[src/rtl/ic_pkg.sv]
// Shared constants and the response-pipeline record for region_interconnect.
package ic_pkg;
  localparam int MAX_REGIONS = 8;
  localparam int MAX_ADDR_W  = 64;
  localparam logic [31:0] ERR_DATA = 32'hDEAD_BEEF;

  typedef struct packed {
    logic                           valid;
    logic                           is_read;
    logic                           miss;
    logic [$clog2(MAX_REGIONS)-1:0] idx;
    logic [MAX_ADDR_W-1:0]          addr;
  } ic_rsp_t;
endpackage

[src/rtl/ic_decoder.sv]
// Half-open window compare with lowest-index priority; emits one-hot select and index.
module ic_decoder
  import ic_pkg::*;
#(
  parameter int REGIONS = 4,
  parameter int ADDR_W  = 32
) (
  input  logic                           req,
  input  logic [ADDR_W-1:0]              addr,
  input  logic [REGIONS*ADDR_W-1:0]      region_base,
  input  logic [REGIONS*ADDR_W-1:0]      region_end,
  output logic [REGIONS-1:0]             sel,
  output logic [$clog2(MAX_REGIONS)-1:0] idx,
  output logic                           hit
);

  always_comb begin
    sel = '0;
    idx = '0;
    hit = 1'b0;
    // scan high to low so the lowest matching window is the one left standing;
    // an inverted window (base >= end) can never satisfy both compares
    for (int i = REGIONS - 1; i >= 0; i--) begin
      if (req && addr >= region_base[i*ADDR_W +: ADDR_W] &&
          addr < region_end[i*ADDR_W +: ADDR_W]) begin
        sel    = '0;
        sel[i] = 1'b1;
        idx    = ($clog2(MAX_REGIONS))'(i);
        hit    = 1'b1;
      end
    end
  end

endmodule

[src/rtl/region_interconnect.sv]
// Single-master, N-slave interconnect with latency-matched read return and sticky error capture.
// Optional write protection is compiled in with IC_WR_PROTECT_EN.
module region_interconnect
  import ic_pkg::*;
#(
  parameter int                 REGIONS    = 4,
  parameter int                 ADDR_W     = 32,
  parameter int                 DATA_W     = 32,
  parameter int                 RD_LATENCY = 1,
  parameter logic [REGIONS-1:0] WP_MASK    = '0
) (
  input  logic                        clk,
  input  logic                        reset,
  input  logic                        req_m,
  input  logic                        we_m,
  input  logic [ADDR_W-1:0]           addr_m,
  input  logic [DATA_W-1:0]           wd_m,
  output logic [DATA_W-1:0]           rd_m,
  output logic                        rd_valid_m,
  output logic                        err_m,
  output logic                        err_sticky,
  output logic [ADDR_W-1:0]           err_addr,
  input  logic                        err_clr,
  input  logic [REGIONS*ADDR_W-1:0]   region_base,
  input  logic [REGIONS*ADDR_W-1:0]   region_end,
  output logic [REGIONS-1:0]          en_s,
  output logic [REGIONS-1:0]          we_s,
  output logic [REGIONS*ADDR_W-1:0]   addr_s,
  output logic [REGIONS*DATA_W-1:0]   wd_s,
  input  logic [REGIONS*DATA_W-1:0]   rd_s
);

  localparam int IDX_W = $clog2(MAX_REGIONS);

`ifdef IC_WR_PROTECT_EN
  localparam logic [REGIONS-1:0] WP_ACTIVE = WP_MASK;
`else
  localparam logic [REGIONS-1:0] WP_ACTIVE = WP_MASK & '0;
`endif

  logic [REGIONS-1:0] sel;
  logic [IDX_W-1:0]   idx;
  logic               hit;
  logic               wp_hit;
  logic               miss;
  ic_rsp_t            rsp_in;
  ic_rsp_t            rsp_out;
  logic               rsp_vld;
  logic [DATA_W-1:0]  rd_sel;

  ic_decoder #(.REGIONS(REGIONS), .ADDR_W(ADDR_W)) u_dec (
    .req         (req_m),
    .addr        (addr_m),
    .region_base (region_base),
    .region_end  (region_end),
    .sel         (sel),
    .idx         (idx),
    .hit         (hit)
  );

  // a protected write still enables the slave but never strobes its write
  assign wp_hit = req_m && we_m && |(sel & WP_ACTIVE);
  assign miss   = req_m && (!hit || wp_hit);
  assign en_s   = reset ? sel : '0;
  assign we_s   = (reset && we_m) ? (sel & ~WP_ACTIVE) : '0;
  assign addr_s = {REGIONS{addr_m}};
  assign wd_s   = {REGIONS{wd_m}};

  always_comb begin
    rsp_in         = '0;
    rsp_in.valid   = req_m && reset;
    rsp_in.is_read = !we_m;
    rsp_in.miss    = miss;
    rsp_in.idx     = idx;
    rsp_in.addr    = MAX_ADDR_W'(addr_m);
  end

  generate
    if (RD_LATENCY == 0) begin : g_comb
      assign rsp_out = rsp_in;
    end else begin : g_pipe
      ic_rsp_t pipe [RD_LATENCY];
      always_ff @(posedge clk) begin
        if (!reset) begin
          for (int i = 0; i < RD_LATENCY; i++) pipe[i] <= '0;
        end else begin
          pipe[0] <= rsp_in;
          for (int i = 1; i < RD_LATENCY; i++) pipe[i] <= pipe[i-1];
        end
      end
      assign rsp_out = pipe[RD_LATENCY-1];
    end
  endgenerate

  always_comb begin
    rd_sel = '0;
    for (int i = 0; i < REGIONS; i++) begin
      if (rsp_out.idx == IDX_W'(i)) rd_sel = rd_s[i*DATA_W +: DATA_W];
    end
  end

  assign rsp_vld    = rsp_out.valid && reset;
  assign rd_valid_m = rsp_vld && rsp_out.is_read;
  assign err_m      = rsp_vld && rsp_out.miss;
  assign rd_m       = !rd_valid_m  ? '0 :
                      rsp_out.miss ? DATA_W'(ERR_DATA) : rd_sel;

  // a fresh error beats a same-cycle clear and re-arms the captured address
  always_ff @(posedge clk) begin
    if (!reset) begin
      err_sticky <= 1'b0;
      err_addr   <= '0;
    end else if (err_m) begin
      err_sticky <= 1'b1;
      if (!err_sticky || err_clr) err_addr <= rsp_out.addr[ADDR_W-1:0];
    end else if (err_clr) begin
      err_sticky <= 1'b0;
      err_addr   <= '0;
    end
  end

endmodule

[config.mk]
export PLATFORM = sky130hd
export DESIGN_NAME = region_interconnect
export DESIGN_NICKNAME = d
export VERILOG_FILES = /design/src/rtl/ic_pkg.sv /design/src/rtl/ic_decoder.sv /design/src/rtl/region_interconnect.sv
export SDC_FILE = /design/constraint.sdc
export NUM_CORES = 1
export LEC_CHECK = 0
export ABC_CLOCK_PERIOD_IN_PS = 5700
export CORE_AREA = 2 2 309 311
export CTS_BUF_LIST = sky130_fd_sc_hd__clkbuf_4
export CTS_CLUSTER_DIAMETER = 40
export DETAILED_ROUTE_END_ITERATION = 12
export DIE_AREA = 0 0 311 313
export PLACE_DENSITY_LB_ADDON = 0.1
export REMOVE_ABC_BUFFERS = 1
export SLEW_MARGIN = 20
export SYNTH_ARGS = -nofsm -noshare
export SYNTH_HDL_FRONTEND = slang
export SYNTH_SLANG_ARGS = --single-unit
[constraint.sdc]
create_clock -name clk -period 5.7 [get_ports clk]
set_input_delay 0.57 -clock clk [delete_from_list [all_inputs] [get_ports clk]]
set_output_delay 0.57 -clock clk [all_outputs]
set_load 0.01 [all_outputs]
* Word-level counts from Yosys, hierarchy flattened
Memory sizes are Yosys's and may differ from the RTL's.
Cells that the tools add are included.
** Word-level totals
- Bits in registers :: 33
- Memory bits (writable) :: 37
- Input port bits :: 453
- Output and inout port bits :: 331
- Memories kept :: 1
** Operators by class
- Order comparisons :: 8
- Equality and inequality tests :: 4
- Multiplexer cells :: 29
- Reduce and logical (&&, ||, !) cells :: 22
** Memory list
- g_pipe.pipe :: words 1, width 37, read ports 1, clocked after memory_dff 0, wr ports 1, RTL line region_interconnect.sv:82 : ic_rsp_t pipe [RD_LATENCY];
** Operators with widths (number)
- 2-to-1 mux 32 bit :: 9
- >= comparator 32 bit :: 4
- < comparator 32 bit :: 4
- 2-to-1 mux 37 bit :: 1
- OR reduction 37 bit :: 1
- 2-to-1 mux 4 bit :: 6
- logical AND 1 bit :: 14
- 2-to-1 mux 1 bit :: 9
- 2-to-1 mux 2 bit :: 4
- == test 3 x 2 -> 1 bit (second input constant) :: 2
- == test 3 x 1 -> 1 bit (second input constant) :: 1
- logical NOT 1 bit :: 3
- logical NOT 3 bit :: 1
- != test 2 x 1 -> 1 bit (second input constant) :: 1
- AND reduction 2 bit :: 1
- nonzero test 2 bit :: 1
- logical OR 1 bit :: 1

* Logic depth before layout (Yosys ltp)
Gate-level depths: netlist (run 1).
- Depth in word-level cells :: 10
- Gate-level depth with buffers :: 9
- Depth with buffers taken out :: 9

* Cells and area by module
From an unflattened synthesis (run 1), not the netlist that was laid out.
** Second synthesis, totals
- Cell total of the unflattened synthesis :: 1557
- Area, all modules :: 11974.0 um2
** By module, submodules not included
- ic_decoder :: instances 1, cells an instance 890, area an instance 6393.6 um2
- region_interconnect :: instances 1, cells an instance 667, area an instance 5580.4 um2

* Worst setup path before layout (run 1)
OpenSTA, ideal clock, no wires.
- Path type :: input port to output port
- Start point :: in region_base[82]
- End point :: out we_s[3]
- Arrival time :: 2.516 ns
- Data required time :: 5.130 ns
- Setup slack :: 2.614 ns
- Stages :: 9
- Cell sequence :: inv_1 ha_1 a21o_1 a221o_1 a221o_1 a2111oi_2 a211o_2 nand2b_4 nor3_2
** On the way
- Longest elaborated chain between the ends :: 7
** Ends and longest elaborated chain
- from (decl) :: RTL line region_interconnect.sv:24 : input logic [REGIONS*ADDR_W-1:0] region_base,
- >= comparator 32 bit :: RTL line ic_decoder.sv:24 : if (req && addr >= region_base[i*ADDR_W +: ADDR_W] &&
- logical AND 1 bit (2 in a row) :: RTL line ic_decoder.sv:24
- 2-to-1 mux 4 bit (3 in a row) :: RTL line ic_decoder.sv:24
- 2-to-1 mux 4 bit :: RTL line region_interconnect.sv:65 : assign we_s = (reset && we_m) ? (sel & ~WP_ACTIVE) : '0;
- to (decl) :: RTL line region_interconnect.sv:27 : output logic [REGIONS-1:0] we_s,
No other way between the ends.

* Final worst setup path (run 1)
- Start point :: in addr_m[20]
- End point :: out we_s[2]
** On the way
- Longest elaborated chain between the ends :: 7
** Ends and longest elaborated chain
- from (decl) :: RTL line region_interconnect.sv:16 : input logic [ADDR_W-1:0] addr_m,
- >= comparator 32 bit :: RTL line ic_decoder.sv:24
- logical AND 1 bit (2 in a row) :: RTL line ic_decoder.sv:24
- 2-to-1 mux 4 bit (2 in a row) :: RTL line ic_decoder.sv:24
- 2-to-1 mux 4 bit * :: RTL line ic_decoder.sv:24
- 2-to-1 mux 4 bit * :: RTL line region_interconnect.sv:65
Every way passes the cells marked *; elsewhere a longest branch is shown, timed or not.

==> metrics.txt, run 1 <==
Worst Path Arrival around 4500 ps; Worst Setup Start Kind input port; grt ovf 0; Final Setup Violations 0; element type at the critical path end output port; clock root buffer clkbuf_4; critical path peak fanout 9; Post-synth EDFFs 0; Total GRT Usage 0.1429; Place WS 188.6 ps; run status finished clean; area of the core about 94000 um2; critical path type input port to output port; Gate power share 0.555; Yosys reg bits 70; final net count roughly 2.5k; proportion of layout cells with a drive suffix above 1 0.06253; Worst Tran Pin Value ~1000 ps; 1st-iter DRT viols about 490; DRT antenna net count 0; largest net degree at the start of global routing 38; Synth Instances about 1.4k; VDD IR max around 0.06 mV; # resized after CTS 0; initial core utilization 0.1215; antenna violations before repair 6; Synth top cells by count 262 x inv_1, 256 x buf_4, 252 x ha_1, 112 x nor2_1, 71 x a21oi_1; Hold EP err_addr[2]; hpwl dp roughly 64 mm; achievable frequency between 150 and 200 MHz; Die Y between 300 and 400 um; Hold WS approximately 500 ps; vias in the first global route roughly 12k; Slew Limit Fails 0; RSZ-0062 raised after global routing false; Switching Fraction 0.3759; crit path setup slack, layout slightly above 600 ps; placed insts between 3k and 4k; Cell Area, Synth about 11000 um2; vias post-DR around 11k; Die Width 311 um; crit path launch addr_m[20]; Max Cap Viol 0; clock power share 0.177; GPL Wtd Cong roughly 0.88; Seq/Total Area, Yosys 0.1225; Worst R2R Path Depth 4; net load switching power ~0.72 mW; CTS max path bufs 2; Critical-path top delay cell clkdlybuf4s50_1; Max H-tree Level 3; IO Pins 784; Clock Sinks 70; Clock Skews approximately 27 ps; postcts setup bufs 0; slowest cell delay on critical path between 700 and 800 ps; min cycle time layout between 5000 and 6000 ps; Hold Crit Start g_pipe.pipe[0][2]; die area just under 100000 um2; total wire length a little over 70 mm; period utilization 0.8936; IO Port Bufs ~620; syn avg cell area between 7 and 8 um2; WL/cell about 23 um; worst flop-to-flop path startpoint g_pipe.pipe[0][34]; drc violations 0; Synthesis Warnings 0; Cell variety after synth 62; CTS clk-pin slew, worst paths about 160 ps; layout overhead on the synthesized area 55.05%; ys async rst share 0; clk_lat worst skew roughly 510 ps; total CTS buffers 9; WHS Path Cells 2; largest area contributor in the netlist ha_1; Post-CTS Hold Fix Bufs 0; Leakage just under 8 nW; worst reg2reg endpoint err_addr[11]; Yosys top cell area share 0.2757; Tightest Hold Check Type flip-flop to flip-flop; cell-internal power 1.201 mW; Setup TNS 0 ps; first-pass GRT wire length a little under 100 mm; detailed-route vias per instance approximately 3.6; CTS tree done; Final Hold Fails 0; Non-Filler Instances about 3.1k; most common cell in the synthesized netlist inv_1; register share of total power 0.268; Max-Slew Margin vs Limit 0.3209; CP bufs+invs 3; Worst R2R Setup Slack about 3400 ps; Power Density between 100 and 150 nW/um2; Cell Chain, Critical Path clkdlybuf4s50_1, ha_1, a21oi_1, o21ai_1, o221ai_1, o2111ai_1, o221ai_1, buf_4, o311ai_4, nor3_1, clkdlybuf4s50_1; # rows around 110; Req. time, crit path between 5000 and 6000 ps; Top FF cell, synth dfxtp_1; kind of cell adding the most delay to the critical path compound AO/OA/AOI/OAI gates; leading post-synthesis cells by cell area ha_1 28%, buf_4 17%, dfxtp_1 12%; router iterations before antenna repair 6
[cell families (layout without fill, tap and decap cells)]
| kind of cell | count (synthesis) | in the layout | synth area share |
|---|---|---|---|
| mux | 32 | 32 | 0.06301 |
| compound gates | 234 | 234 | 0.1420 |
| flops | 70 | 70 | 0.1225 |
| simple gates | 303 | 303 | 0.1336 |
| fa+ha+maj | 252 | 252 | 0.2757 |
| other cells | 0 | 1 | 0 |
| buf+inv | 545 | 948 | 0.2632 |
[power groups by stage]
stage	clock (mW)	sequential (mW)	combinational (mW)
global route	0.389	0.518	1.19
global placement	0	0.527	1.09
floorplan	0	0.534	0.396
finish	0.341	0.516	1.07
detailed placement	0	0.527	1.09
CTS	0.371	0.517	1.10
[flip-flops by register name, summed over array words and instances, names as in the netlist]
name,count
err_addr,32
err_sticky,1
g_pipe.pipe,37
[tightest hold or removal path, stage by stage, from the launching register on]
cell and delay [ps]:
dfxtp_1 340, a22oi_1 70, nor2_1 80
[per-layer routing]
layer | wire, um | GRT usage | up-vias
met4 | 445 | 0.01768 | 13
met1 | 29360 | 0.1632 | 5286
met2 | 33890 | 0.2387 | 428
li1 | - | - | 5451
met3 | 7422 | 0.07199 | 32
met5 | 601 | 0.05706 | -
[per-stage QoR]
| step | total power [mW] | area, um2 | util |
|---|---|---|---|
| detailed placement | 1.622 | 17600 | 0.1869 |
| floorplan | 0.9294 | 9414 | - |
| CTS | 1.987 | 17730 | 0.1883 |
| global placement | 1.619 | 17600 | 0.1869 |
| global route | 2.100 | 17730 | 0.1883 |
| finish | 1.924 | 17730 | 0.1883 |
[how the worst max path moves through the flow]
stage / cells past startpoint / endpoint
global route: 11 / we_s[2]
finish: 11 / we_s[2]
floorplan: 9 / we_s[3]
global placement: 11 / we_s[0]
detailed placement: 11 / we_s[2]
CTS: 11 / we_s[2]
[cell usage in the layout, fill, tap and decap left out, types with 10 or more instances in the layout]
cell,n
o21ai_0,24
and2_1,33
mux4_2,32
a21oi_1,71
dfxtp_1,68
a21o_1,25
clkdlybuf4s50_1,622
inv_1,262
nor2b_1,14
nand2b_1,10
o21a_1,11
nand2_1,36
ha_1,252
nand4_1,36
a22oi_1,32
nand3_1,26
buf_4,46
nor2_1,110
[area by class of cell]
cell class                 count  area, um2
fill                       10630      76430
multi-input combinational    821       7052
timing repair buffer         669       6576
tap                         1265       1583
sequential                    70       1404
inverter                     263      987.2
clock buffer                   9      67.56
clock inverter                 7      61.31
antenna                        1      2.502
No activity file was read; power rests on OpenSTA's default activity.
==> inputs of run 2 (changes only) <==
--- a/config.mk
+++ b/config.mk
@@ -11,7 +11,7 @@
 export CTS_CLUSTER_DIAMETER = 40
 export DETAILED_ROUTE_END_ITERATION = 12
 export DIE_AREA = 0 0 311 313
-export PLACE_DENSITY_LB_ADDON = 0.1
+export PLACE_DENSITY = 0.35
 export REMOVE_ABC_BUFFERS = 1
 export SLEW_MARGIN = 20
 export SYNTH_ARGS = -nofsm -noshare
==> run 2 against run 1 <==
Compared with the run above: non-clock buffer count rose by 1; combinational power hardly changed; clock skew shrank 7.9 ps; die area unchanged; final cell count increased by 0.35%; register-to-register slack better by 220 ps; global-route usage increased by 0.11 points; setup slack gained 100 ps; via count is 2.1% higher; wire length is 1.8% higher.
==> metrics.txt, run 2 (same netlist as run 1, synthesis figures left out) <==
run status finished clean; hpwl dp 65.08 mm (+2.4%); busiest grt layer met2; critical path type input port to output port; total wire length 73.02 mm (+1.8%); CTS tree done; Die Width 311 um (unchanged); Tightest Hold Check Type flip-flop to flip-flop; Final Hold Fails 0 (unchanged); Req. time, crit path 5130 ps (about the same); postcts setup bufs 0 (unchanged); antenna violations before repair 21 (+15); Power Total 1.955 mW (+1.6%); total CTS buffers 9 (unchanged); period utilization 0.8752 (-0.01838); layout overhead on the synthesized area 55.38%; met1 Use GR 0.1844 (+0.02112); min cycle time layout 4989 ps (-104.8 ps); achievable frequency 200.5 MHz (+2.1%); drc violations 0 (unchanged); # rows 113 (unchanged); largest registers g_pipe.pipe x37, err_addr x32, err_sticky x1; critical path peak fanout 8 (-1); Power Density 110.0 nW/um2 (+1.4%); Worst Path Arrival 4420 ps (-100 ps); proportion of layout cells with a drive suffix above 1 0.06304 (+0.0005095); RSZ-0062 raised after global routing false; IO Port Bufs 623 (unchanged); Setup TNS 0 ps (unchanged); Total GRT Usage 0.1440 (+0.001114); CTS clk-pin slew, worst paths 140 ps (-20 ps); GRT met2 Usage 0.2169 (-0.02181); grt ovf 0 (unchanged); clk_lat worst skew 460 ps (-50 ps); vias post-DR 11.45k (+2.1%); vias in the first global route 12.12k (+2.0%); 1st-iter DRT viols 484 (-1.8%); element type at the critical path end output port; Slew Limit Fails 0 (unchanged); first-pass GRT wire length 98.37 mm (+0.77%); Post-CTS Hold Fix Bufs 0 (unchanged); Max H-tree Level 3 (unchanged); die area 97340 um2 (unchanged); fin util 0.1887 (+0.0003990); GPL Wtd Cong 0.9188 (+4.4%); commonest cells after routing, fill and taps aside 620 x clkdlybuf4s50_1, 262 x inv_1, 252 x ha_1; largest net degree at the start of global routing 38 (unchanged); initial core utilization 0.1215 (unchanged); Leakage 7.889 nW (+0.25%); Max Cap Viol 0 (unchanged); final net count 2540 (+0.039%); met3 usage 0.06802 (-0.003970); DRT antenna net count 0 (unchanged); IO Pins 784 (unchanged); WL/cell 23.43 um (+1.5%); VDD IR max 0.07436 mV (+24%); clock root buffer clkbuf_4; max FFs per register 37 (unchanged); Die Y 313 um (unchanged); most common cell after layout, fill and taps aside clkdlybuf4s50_1; largest reg by FF count g_pipe.pipe; Worst Setup Start Kind input port; router iterations before antenna repair 4 (-2); Clock Skews 19.40 ps (-7.900 ps); Worst Tran Pin Value 939.0 ps (-77.22 ps); CTS max path bufs 2 (unchanged); # resized after CTS 0 (unchanged); Max-Slew Margin vs Limit 0.3725 (+0.05160); Clock Sinks 70 (unchanged); area of the core 94160 um2 (unchanged); detailed-route vias per instance 3.675 (+1.8%); Final Setup Violations 0 (unchanged)
-- run 2: report_power, final --
| group | switching, mW | leakage [nW] | internal, mW |
|---|---|---|---|
| Sequential | 0.00598 | 0.574 | 0.505 |
| Clock | 0.213 | 0.0778 | 0.139 |
| Combinational | 0.492 | 7.24 | 0.600 |
| Total | 0.711 | 7.89 | 1.24 |
-- run 2: final cells by class --
type	count	area, um2
Fill cell	10580	76390
Multi-Input combinational cell	821	7047
Timing Repair Buffer	670	6579
Tap cell	1265	1583
Sequential cell	70	1403
Inverter	263	987.2
Clock inverter	7	77.57
Clock buffer	9	67.56
Antenna cell	11	27.53
-- run 2: metal layers --
layer	wire length [um]	part of all wire	vias to the layer above
met3	7372	0.10	45
met4	855	0.012	16
met5	517	0.0071	-
met2	31270	0.43	486
met1	33000	0.45	5437
li1	-	-	5466
-- run 2: path summary, 6_finish.rpt --
path | start | endpoint | slack (ps) | depth (start not counted)
min reg2reg | g_pipe.pipe[0][2] | err_addr[2] | 500 | 2
min | g_pipe.pipe[0][2] | err_addr[2] | 500 | 2
max | addr_m[11] | we_s[1] | 710 | 11
max reg2reg | g_pipe.pipe[0][34] | err_addr[7] | 3570 | 5
-- run 2: worst max-delay path, stage by stage --
cell and delay, ps:
clkdlybuf4s50_1 850, ha_1 340, a21oi_1 150, o21ai_0 90, a221oi_1 500, o21ai_1 270
nor4b_1 210, buf_4 150, or3_4 400, nor3_2 270, clkdlybuf4s50_1 590
-- run 2: through the flow --
stage / cell area, um2 / hold slack (ps) / worst slack, ps / std cells
4_1_cts: 17740 / 498.4 / 571.0 / 3105
6_report: 17770 / 499.7 / 711.4 / 3116
3_5_place_dp: 17600 / 470.0 / 586.9 / 3089
5_1_grt: 17760 / 509.7 / 412.6 / 3113
2_1_floorplan: 9414 / 455.9 / 2614 / 1154
3_3_place_gp: 17600 / 464.3 / 537.8 / 3089
